===== src/rtl/starsoc_params.sv =====
// Shared constants and FSM state type for the vblank update scheduler.
// Defaults match a 640x480 raster with a 1024-cycle grant limit.
package starsoc_params;

  localparam int DEF_N_REQ    = 4;
  localparam int DEF_V_ACTIVE = 480;
  localparam int DEF_TIMEOUT  = 1024;
  localparam int DEF_TW       = 11;

  typedef enum logic [1:0] {
    IDLE,
    SELECT,
    GRANT,
    CLOSE
  } sched_state_t;

endpackage


===== src/rtl/rr_pick.sv =====
// Combinational round-robin selector: first set bit of pending,
// searching upward from ptr with wrap-around.
module rr_pick #(
  parameter int N_REQ = 4,
  parameter int PW    = $clog2(N_REQ)
) (
  input  logic [N_REQ-1:0] pending,
  input  logic [PW-1:0]    ptr,
  output logic [PW-1:0]    idx,
  output logic             valid
);

  localparam int SW = PW + 1;

  logic [SW-1:0] w_sum;

  // Walk the offsets from farthest to nearest so the nearest hit wins.
  always_comb begin
    idx   = '0;
    valid = |pending;
    w_sum = '0;
    for (int k = N_REQ - 1; k >= 0; k--) begin
      w_sum = {1'b0, ptr} + SW'(k);
      if (w_sum >= SW'(N_REQ))
        w_sum = w_sum - SW'(N_REQ);
      if (pending[w_sum[PW-1:0]])
        idx = w_sum[PW-1:0];
    end
  end

endmodule


===== src/rtl/vblank_scheduler.sv =====
// Shares the vertical-blank window between game-logic engines with
// round-robin exclusive grants and a per-grant timeout.
module vblank_scheduler
  import starsoc_params::*;
#(
  parameter int N_REQ    = DEF_N_REQ,
  parameter int V_ACTIVE = DEF_V_ACTIVE,
  parameter int TIMEOUT  = DEF_TIMEOUT,
  parameter int TW       = DEF_TW
) (
  input  logic             clk,
  input  logic             reset,
  input  logic             p_tick,
  input  logic [9:0]       x,
  input  logic [9:0]       y,
  input  logic [N_REQ-1:0] req,
  input  logic [N_REQ-1:0] done,
  input  logic             clear_err,
  output logic [N_REQ-1:0] grant,
  output logic             frame_tick,
  output logic             in_vblank,
  output logic             busy,
  output logic             overrun,
  output logic [N_REQ-1:0] timeout_err
);

  localparam int PW = $clog2(N_REQ);

  sched_state_t     r_state, w_state_nxt;
  logic [N_REQ-1:0] r_grant, w_grant_nxt;
  logic [PW-1:0]    r_gidx, w_gidx_nxt;
  logic [N_REQ-1:0] r_served, w_served_nxt;
  logic [PW-1:0]    r_ptr, w_ptr_nxt;
  logic [TW-1:0]    r_timer, w_timer_nxt;
  logic [N_REQ-1:0] r_err, w_err_set;
  logic             r_overrun, w_overrun_nxt;
  logic             r_frame, r_vblank;

  logic             w_entry, w_exit;
  logic [N_REQ-1:0] w_pending;
  logic [PW-1:0]    w_idx, w_ptr_adv;
  logic             w_valid, w_done, w_tmo;

  assign w_entry = p_tick && (x == 10'd0) && (y == 10'(V_ACTIVE));
  assign w_exit  = p_tick && (x == 10'd0) && (y == 10'd0);

  assign w_pending = req & ~r_served;
  assign w_done    = |(done & r_grant);
  assign w_tmo     = (r_timer == TW'(TIMEOUT - 1));
  assign w_ptr_adv = (r_gidx == PW'(N_REQ - 1)) ? '0
                                                : r_gidx + PW'(1);

  rr_pick #(
    .N_REQ (N_REQ),
    .PW    (PW)
  ) u_pick (
    .pending (w_pending),
    .ptr     (r_ptr),
    .idx     (w_idx),
    .valid   (w_valid)
  );

  always_comb begin
    w_state_nxt   = r_state;
    w_grant_nxt   = r_grant;
    w_gidx_nxt    = r_gidx;
    w_served_nxt  = r_served;
    w_ptr_nxt     = r_ptr;
    w_timer_nxt   = r_timer;
    w_err_set     = '0;
    w_overrun_nxt = 1'b0;
    unique case (r_state)
      IDLE: begin
        if (w_entry) begin
          w_served_nxt = '0;
          w_state_nxt  = SELECT;
        end
      end
      SELECT: begin
        if (w_exit) begin
          w_state_nxt = IDLE;
        end else if (!w_valid) begin
          w_state_nxt = CLOSE;
        end else begin
          w_grant_nxt = N_REQ'(1) << w_idx;
          w_gidx_nxt  = w_idx;
          w_timer_nxt = '0;
          w_state_nxt = GRANT;
        end
      end
      GRANT: begin
        w_timer_nxt = r_timer + TW'(1);
        // done beats both timeout and exit; exit beats timeout
        if (w_done || (w_tmo && !w_exit)) begin
          w_served_nxt = r_served | r_grant;
          w_ptr_nxt    = w_ptr_adv;
          w_grant_nxt  = '0;
          w_err_set    = w_done ? '0 : r_grant;
          w_state_nxt  = w_exit ? IDLE : SELECT;
        end else if (w_exit) begin
          w_grant_nxt   = '0;
          w_overrun_nxt = 1'b1;
          w_state_nxt   = IDLE;
        end
      end
      CLOSE: begin
        if (w_exit)
          w_state_nxt = IDLE;
      end
      default: w_state_nxt = IDLE;
    endcase
  end

  always_ff @(posedge clk or negedge reset) begin
    if (!reset) begin
      r_state   <= IDLE;
      r_grant   <= '0;
      r_gidx    <= '0;
      r_served  <= '0;
      r_ptr     <= '0;
      r_timer   <= '0;
      r_err     <= '0;
      r_overrun <= 1'b0;
      r_frame   <= 1'b0;
      r_vblank  <= 1'b0;
    end else begin
      r_state   <= w_state_nxt;
      r_grant   <= w_grant_nxt;
      r_gidx    <= w_gidx_nxt;
      r_served  <= w_served_nxt;
      r_ptr     <= w_ptr_nxt;
      r_timer   <= w_timer_nxt;
      r_err     <= (clear_err ? '0 : r_err) | w_err_set;
      r_overrun <= w_overrun_nxt;
      r_frame   <= w_entry && (r_state == IDLE);
      if (w_entry)
        r_vblank <= 1'b1;
      else if (w_exit)
        r_vblank <= 1'b0;
    end
  end

  assign grant       = r_grant;
  assign busy        = |r_grant;
  assign frame_tick  = r_frame;
  assign in_vblank   = r_vblank;
  assign overrun     = r_overrun;
  assign timeout_err = r_err;

endmodule


===== config.mk =====
export PLATFORM = sky130hd
export DESIGN_NAME = vblank_scheduler
export DESIGN_NICKNAME = d
export VERILOG_FILES = /design/src/rtl/starsoc_params.sv /design/src/rtl/rr_pick.sv /design/src/rtl/vblank_scheduler.sv
export SDC_FILE = /design/constraint.sdc
export NUM_CORES = 1
export LEC_CHECK = 0
export ABC_AREA = 1
export BUFFER_PORTS_ARGS = -buffer_cell sky130_fd_sc_hd__clkbuf_2
export CAP_MARGIN = 5
export CORE_ASPECT_RATIO = 0.9
export CORE_MARGIN = 2
export CORE_UTILIZATION = 30
export CTS_CLUSTER_DIAMETER = 200
export CTS_CLUSTER_SIZE = 40
export DETAILED_ROUTE_END_ITERATION = 16
export PLACE_DENSITY = 0.53
export SKIP_CTS_REPAIR_TIMING = 1
export SLEW_MARGIN = 20
export SYNTH_ARGS = -nofsm -noshare
export SYNTH_HDL_FRONTEND = slang
export SYNTH_SLANG_ARGS = --single-unit

===== constraint.sdc =====
create_clock -name clk -period 2.5 [get_ports clk]
set_input_delay 0.375 -clock clk [delete_from_list [all_inputs] [get_ports clk]]
set_output_delay 0.375 -clock clk [all_outputs]
set_load 0.02 [all_outputs]

==> flow_summary.yaml, run 1 <==
outcome:
  outcome: "finished, final reports clean"
drt:
  drc: 0
  firstDrtPassIters: 4
  vias: 1893
  viasPerCell: 4.48
  wl_per_cell_um: 10.9
  drt_first_iter_violations: 83
  routed_wl_um: 4630
  final_antenna_net_count: 0
synth:
  synth-main-ff-cell: "dfrtp_1"
  yosysSeqAreaShare_pct: 38.6
  synthTopCellsByArea: "dfrtp_1 39%, nand2_1 16%, inv_1 6.0%, nand3_1 5.8%, nor2_1 3.4%"
  synth_compound_area_share_pct: 8.80
  synth_cell_types: 34
  synth_edf_count: 0
  netlist_instances: 286
  synth_top_area_share_pct: 38.6
  muxShareOfSynthArea_pct: 0
  synth_area_per_cell_um2: 7.26
  synthSimpleGateAreaFrac_pct: 41.9
  ys_ff_latch: 32
  synthXorXnorAreaFrac_pct: 0.844
  synth_fp_nets: 320
  synth_top_family_by_area: "simple AND/OR/NAND/NOR gates"
  yosysWarnings: 0
  synth_adder_area_share_pct: 1.21
  yosysTopAreaCell: "dfrtp_1"
  synth-async-reset-ratio_pct: 100
  syn_area_um2: 2080
pwr:
  power.density_nw_per_um2: 479
  leakagePower_nw: 1.30
  ir_drop_mv: 0.204
final_layout:
  area_growth_pct: 19.5
  fin_nets: 367
  final_layout_size_suffix_gt1_share_pct: 25.5
  nFillCells: 705
  antenna_cells: 0
global_route:
  grt_use_total_pct: 12.9
  grt_max_degree: 33
  grt_pass1_vias: 1754
  grt_pass1_wl_um: 8000
  grt_antenna_before_repair: 0
  globalRoute.totalOverflow: 0
timing:
  fmaxAchievable_mhz: 616
  finalCriticalPeriod_ns: 1.62
  grt_setup_unrepaired: "no"
  skew_ns: 0.00253
  min_period_over_period_pct: 64.9
  slew_headroom_pct: 46.6
  finalHoldViolCount: 0
  worstMarginPinSlew_ns: 0.801
  final.setup.tns_ns: 0
  setup_ws_ns: 0.877
  slew_violations: 0
  setup-violations-final: 0
critical_path:
  crit_slowest_cell: "dfrtp_1"
  crit_chain: "inv_2 > nor2_4 > inv_2 > nor3_4 > nand3_1 > nand3_2 > nand2_1 > nand2_1"
  cp.arrival_ns: 1.84
  crit_fanout: 12
  critPathKind: "reg2reg"
  cp-start-kind: "flip-flop"
  cpPeakStageDelay_ns: 0.44
  required_ns: 2.72
  end_kind: "flip-flop"
floorplanning:
  die_h_um: 82.9
  rows: 28
  start_util_pct: 31.3
  ios: 44
  die-area_um2: 7600
  core-area_um2: 6620
  fp.dieW_um: 91.7
placement:
  place_ws_ns: 0.871
  routabilityCongestion: 0.796
  io_buffer_count: 43
  dp_hpwl_um: 3670
clocking:
  htree_levels: 2
  cts_max_path_buffers: 2
  cts_root_buffer: "clkbuf_8"
  cts_tree: "done"
  cts_sinks: 32
  clk_latency_ns: 0.28
  cts_buffers: 5
  clkTransAtPathRegs_ns: 0.06
hold_path:
  hold_class: "in2async"
flow_run:
  maxCapViolCount: 0
## cell usage in the layout (no fill, tap or decap)
| cell | instances |
|---|---|
| nand3_4 | 1 |
| nand3_1 | 24 |
| a211oi_2 | 1 |
| o21ai_1 | 6 |
| inv_2 | 7 |
| nor2_1 | 19 |
| or2_2 | 1 |
| nand2_1 | 87 |
| nor4_1 | 3 |
| clkbuf_2 | 43 |
| and2_1 | 1 |
| nor3_4 | 2 |
| nor2_2 | 4 |
| clkinv_1 | 1 |
| nand4_1 | 10 |
| inv_1 | 33 |
| nand2_4 | 4 |
| clkbuf_8 | 7 |
| dfrtp_1 | 32 |
| o21ai_0 | 7 |
| xor2_1 | 2 |
| nor2_4 | 4 |
| nor3_2 | 1 |
| nand3_2 | 3 |
| a21oi_1 | 12 |
| or2_1 | 2 |
| nor3_1 | 3 |
| o21ai_2 | 2 |
| inv_4 | 1 |
| o21a_1 | 1 |
| a21boi_1 | 1 |
| nand2_2 | 4 |
| a31oi_1 | 2 |
| ha_1 | 2 |
## metrics by stage
| stage | hold slack, ns | utilization (%) | instances | total power, mW | area (µm²) |
|---|---|---|---|---|---|
| finish | 0.172 | 37.5 | 423 | 1.19 | 2480 |
| global route | 0.241 | 37.5 | 423 | 1.27 | 2480 |
| CTS | 0.203 | 37.5 | 423 | 1.21 | 2480 |
| detailed placement | 0.465 | 36.0 | 416 | 0.772 | 2380 |
| global placement | 0.458 | 36.0 | 416 | 0.770 | 2380 |
| floorplan | 0.0794 | - | 286 | 0.708 | 2080 |
## cell type report
type                       instances  area, µm²  area share [%]
inverter                          42        160            6.46
tap                               90        113            4.54
clock buffer                       7       96.3            3.88
sequential                        32        801            32.3
timing repair buffer              43        215            8.68
multi-input combinational        209       1090            44.1
## critical path, delay by kind of cell, from the launching register on
| family | cells | cell delay (ns) |
|---|---|---|
| buffers and inverters | 2 | 0.24 |
| and+or+nand+nor | 6 | 0.87 |
| DFF | 1 | 0.44 |
## per-layer routing
metal  global-route usage, %  vias up  wire (µm)
met2                    18.6       37       2030
met4                    4.41        0         52
met1                    19.0      843       2340
met5                       0        -          0
met3                    2.90        7        200
li1                        -     1006          -
## path summary, 6_finish.rpt
check                                             from                        to  slack [ns]  cells after the start
max in group asynchronous                        reset     r_gidx[0]$_DFFE_PN0P_        1.83                      1
worst max register to register  r_state[1]$_DFFE_PN0P_      grant[0]$_DFFE_PN0P_        0.88                      8
worst min-delay path                             reset    r_timer[5]$_DFFE_PN0P_        0.17                      1
worst max-delay path            r_state[1]$_DFFE_PN0P_      grant[0]$_DFFE_PN0P_        0.88                      8
worst min register to register  r_timer[7]$_DFFE_PN0P_    r_timer[7]$_DFFE_PN0P_        0.47                      2
min in group clk                             clear_err  timeout_err[2]$_DFF_PN0_        0.31                      2
## registers in the layout, summed over array words and instances (netlist names)
signal and cells:
in_vblank 1, grant 4, r_timer 11, r_gidx 2
r_state 2, r_ptr 2, overrun 1, r_served 4
frame_tick 1, timeout_err 4
## cell families after synthesis
| kind of cell | count (synthesis) |
|---|---|
| buffers and inverters | 45 |
| xor gates and xnor gates | 2 |
| adders and majority gates | 2 |
| and+or+nand+nor | 173 |
| DFF | 32 |
| AOI/OAI and AO/OA | 32 |
## synthesized netlist by cell type (6+ instances only)
cell type	count
nand3_1	24
inv_2	7
nor2_1	19
nand4_1	10
o21ai_0	7
dfrtp_1	32
inv_1	33
nand2_1	87
o21ai_1	6
a21oi_1	12
## power breakdown
part / internal [mW] / total, mW / switching, mW
Clock: 0.245 / 0.428 / 0.183
Combinational: 0.0647 / 0.171 / 0.106
Sequential: 0.555 / 0.590 / 0.0352
Total: 0.864 / 1.19 / 0.324
Power figures use the tool's default switching activity.
==> run 2: changes to the inputs <==
==> constraint.sdc (replaced) <==
create_clock -name clk -period 1.6 [get_ports clk]
set_input_delay 0.24 -clock clk [delete_from_list [all_inputs] [get_ports clk]]
set_output_delay 0.24 -clock clk [all_outputs]
set_load 0.02 [all_outputs]
==> run 2 against run 1 <==
Count of clock-buffer cells in the layout down 1; final area increased by 7.9%; clock power rose by 53%; sequential power grew 57%; non-clock buffer count rose by 14; global-route usage grew 1.4 points; clock skew rose by 0.0032 ns; power grew 58%; worst setup slack got worse by 0.85 ns; sequential share of layout area shrank 2.3 points.
==> flow_summary.yaml, run 2 (same netlist as run 1, synthesis figures left out) <==
final_layout:
  post-route-util_pct: 40.4
  nFillCells: 709
  final_common_cell: "nand2_1"
  largest_register_ffs: 11
  final_layout_size_suffix_gt1_share_pct: 31.9
  fin_nets: 381
  antenna_cells: 0
  final_cell_mix: "80 x nand2_1, 43 x clkbuf_2, 32 x inv_1"
  largest-register: "r_timer"
  area_growth_pct: 28.9
timing:
  fmaxAchievable_mhz: 636
  slew_headroom_pct: 73.2
  worstMarginPinSlew_ns: 0.401
  slew_violations: 0
  skew_ns: 0.00573
  grt_setup_unrepaired: "yes"
  setup_ws_ns: 0.0277
  finalHoldViolCount: 0
  setup-violations-final: 0
  min_period_over_period_pct: 98.3
  finalCriticalPeriod_ns: 1.57
  final.setup.tns_ns: 0
global_route:
  grt_max_degree: 33
  globalRoute.totalOverflow: 0
  grt_antenna_before_repair: 0
  grt_pass1_wl_um: 8910
  grt_use_total_pct: 14.3
  grt_pass1_vias: 1955
hold_path:
  hold_depth: 2
  hp-start: "clear_err"
  hold_class: "in2reg"
  whs_endpoint: "timeout_err[2]$_DFF_PN0_"
critical_path:
  crit_fanout: 5
  cpPeakStageDelay_ns: 0.40
  critPathTopFamily: "simple AND/OR/NAND/NOR gates"
  worst_path_most_repeated_cell: "nand2_4"
  cp.arrival_ns: 1.74
  required_ns: 1.77
  cp-start-kind: "flip-flop"
  crit_slowest_cell: "dfrtp_1"
  critPathKind: "reg2reg"
  crit_chain: "ha_4 > nand3_4 > nor2_4 > nand2_4 > nor3_4 > nand2_4 > nand2_4 > nand3_4 > nand2_1 > nand2_1"
  r2r-start: "r_timer[1]$_DFFE_PN0P_"
  critPathBufInv: 0
  ff2ff_setup_slack_ns: 0.03
  end_kind: "flip-flop"
  worstSetupPathDepth: 10
  r2r_cells: 10
  regToRegEndpoint: "r_served[3]$_DFFE_PN0P_"
clocking:
  cts_sinks: 32
  cts_buffers: 5
  clk_latency_ns: 0.28
  htree_levels: 2
  cts_root_buffer: "clkbuf_8"
  cts_max_path_buffers: 2
  cts_tree: "done"
  clkTransAtPathRegs_ns: 0.07
floorplanning:
  ios: 44
  rows: 28
  start_util_pct: 31.3
  fp.dieW_um: 91.7
  die-area_um2: 7600
  core-area_um2: 6620
  die_h_um: 82.9
pwr:
  power.density_nw_per_um2: 703
  p_comb_share_pct: 15.9
  total_power_mw: 1.88
  power_frac_seq_pct: 49.4
  leakagePower_nw: 1.38
  p_sw_uw: 558
  ir_drop_mv: 0.281
  power.internal_mw: 1.32
  clock_power_share_pct: 34.7
  swShare_pct: 29.7
drt:
  vias: 1974
  drc: 0
  firstDrtPassIters: 4
  final_antenna_net_count: 0
  wl_per_cell_um: 11.7
  viasPerCell: 4.51
  routed_wl_um: 5110
  drt_first_iter_violations: 75
placement:
  io_buffer_count: 43
  routabilityCongestion: 0.827
  dp_hpwl_um: 3940
  place_ws_ns: 0.0452
outcome:
  outcome: "finished, final reports clean"
flow_run:
  maxCapViolCount: 0
-- run 2: layout make-up --
class | count | area [µm²] | share of cell area (%)
tap | 90 | 113 | 4.21
timing repair buffer | 57 | 335 | 12.5
sequential | 32 | 802 | 30.0
clock inverter | 2 | 10.0 | 0.374
clock buffer | 6 | 82.6 | 3.09
multi-input combinational | 209 | 1170 | 43.8
inverter | 42 | 160 | 5.99
-- run 2: per-stage QoR --
stage          instance area [µm²]  hold WS [ns]  std cells
2_1_floorplan                 2080       -0.0556        286
3_3_place_gp                  2470         0.217        426
3_5_place_dp                  2470         0.215        426
4_1_cts                       2560       -0.0934        434
5_1_grt                       2680         0.187        438
6_report                      2680         0.175        438
-- run 2: power by group through the flow --
stage / Clock (mW) / Combinational, mW / Sequential [mW]
floorplan: 0 / 0.183 / 0.923
global placement: 0 / 0.278 / 0.936
detailed placement: 0 / 0.282 / 0.936
CTS: 0.674 / 0.283 / 0.921
global route: 0.711 / 0.346 / 0.935
finish: 0.653 / 0.299 / 0.928
-- run 2: routing by layer --
metal | up-vias | GRT usage, % | part of all wire, %
met5 | - | 0 | 0
met4 | 0 | 4.13 | 0.70
li1 | 1041 | - | -
met2 | 19 | 21.8 | 45
met3 | 4 | 2.81 | 2.6
met1 | 910 | 20.6 | 52
-- run 2: worst max path at each step --
| stage | startpoint | endpoint | slack (ns) |
|---|---|---|---|
| 2_1_floorplan | r_timer[0]$_DFFE_PN0P_ | r_served[0]$_DFFE_PN0P_ | 0.13 |
| 3_5_place_dp | r_timer[1]$_DFFE_PN0P_ | grant[2]$_DFFE_PN0P_ | 0.05 |
| 3_3_place_gp | r_timer[1]$_DFFE_PN0P_ | r_served[3]$_DFFE_PN0P_ | 0.08 |
| 4_1_cts | r_timer[1]$_DFFE_PN0P_ | r_served[3]$_DFFE_PN0P_ | 0.03 |
| 5_1_grt | r_timer[0]$_DFFE_PN0P_ | r_served[3]$_DFFE_PN0P_ | -0.08 |
| 6_report | r_timer[1]$_DFFE_PN0P_ | r_served[3]$_DFFE_PN0P_ | 0.03 |
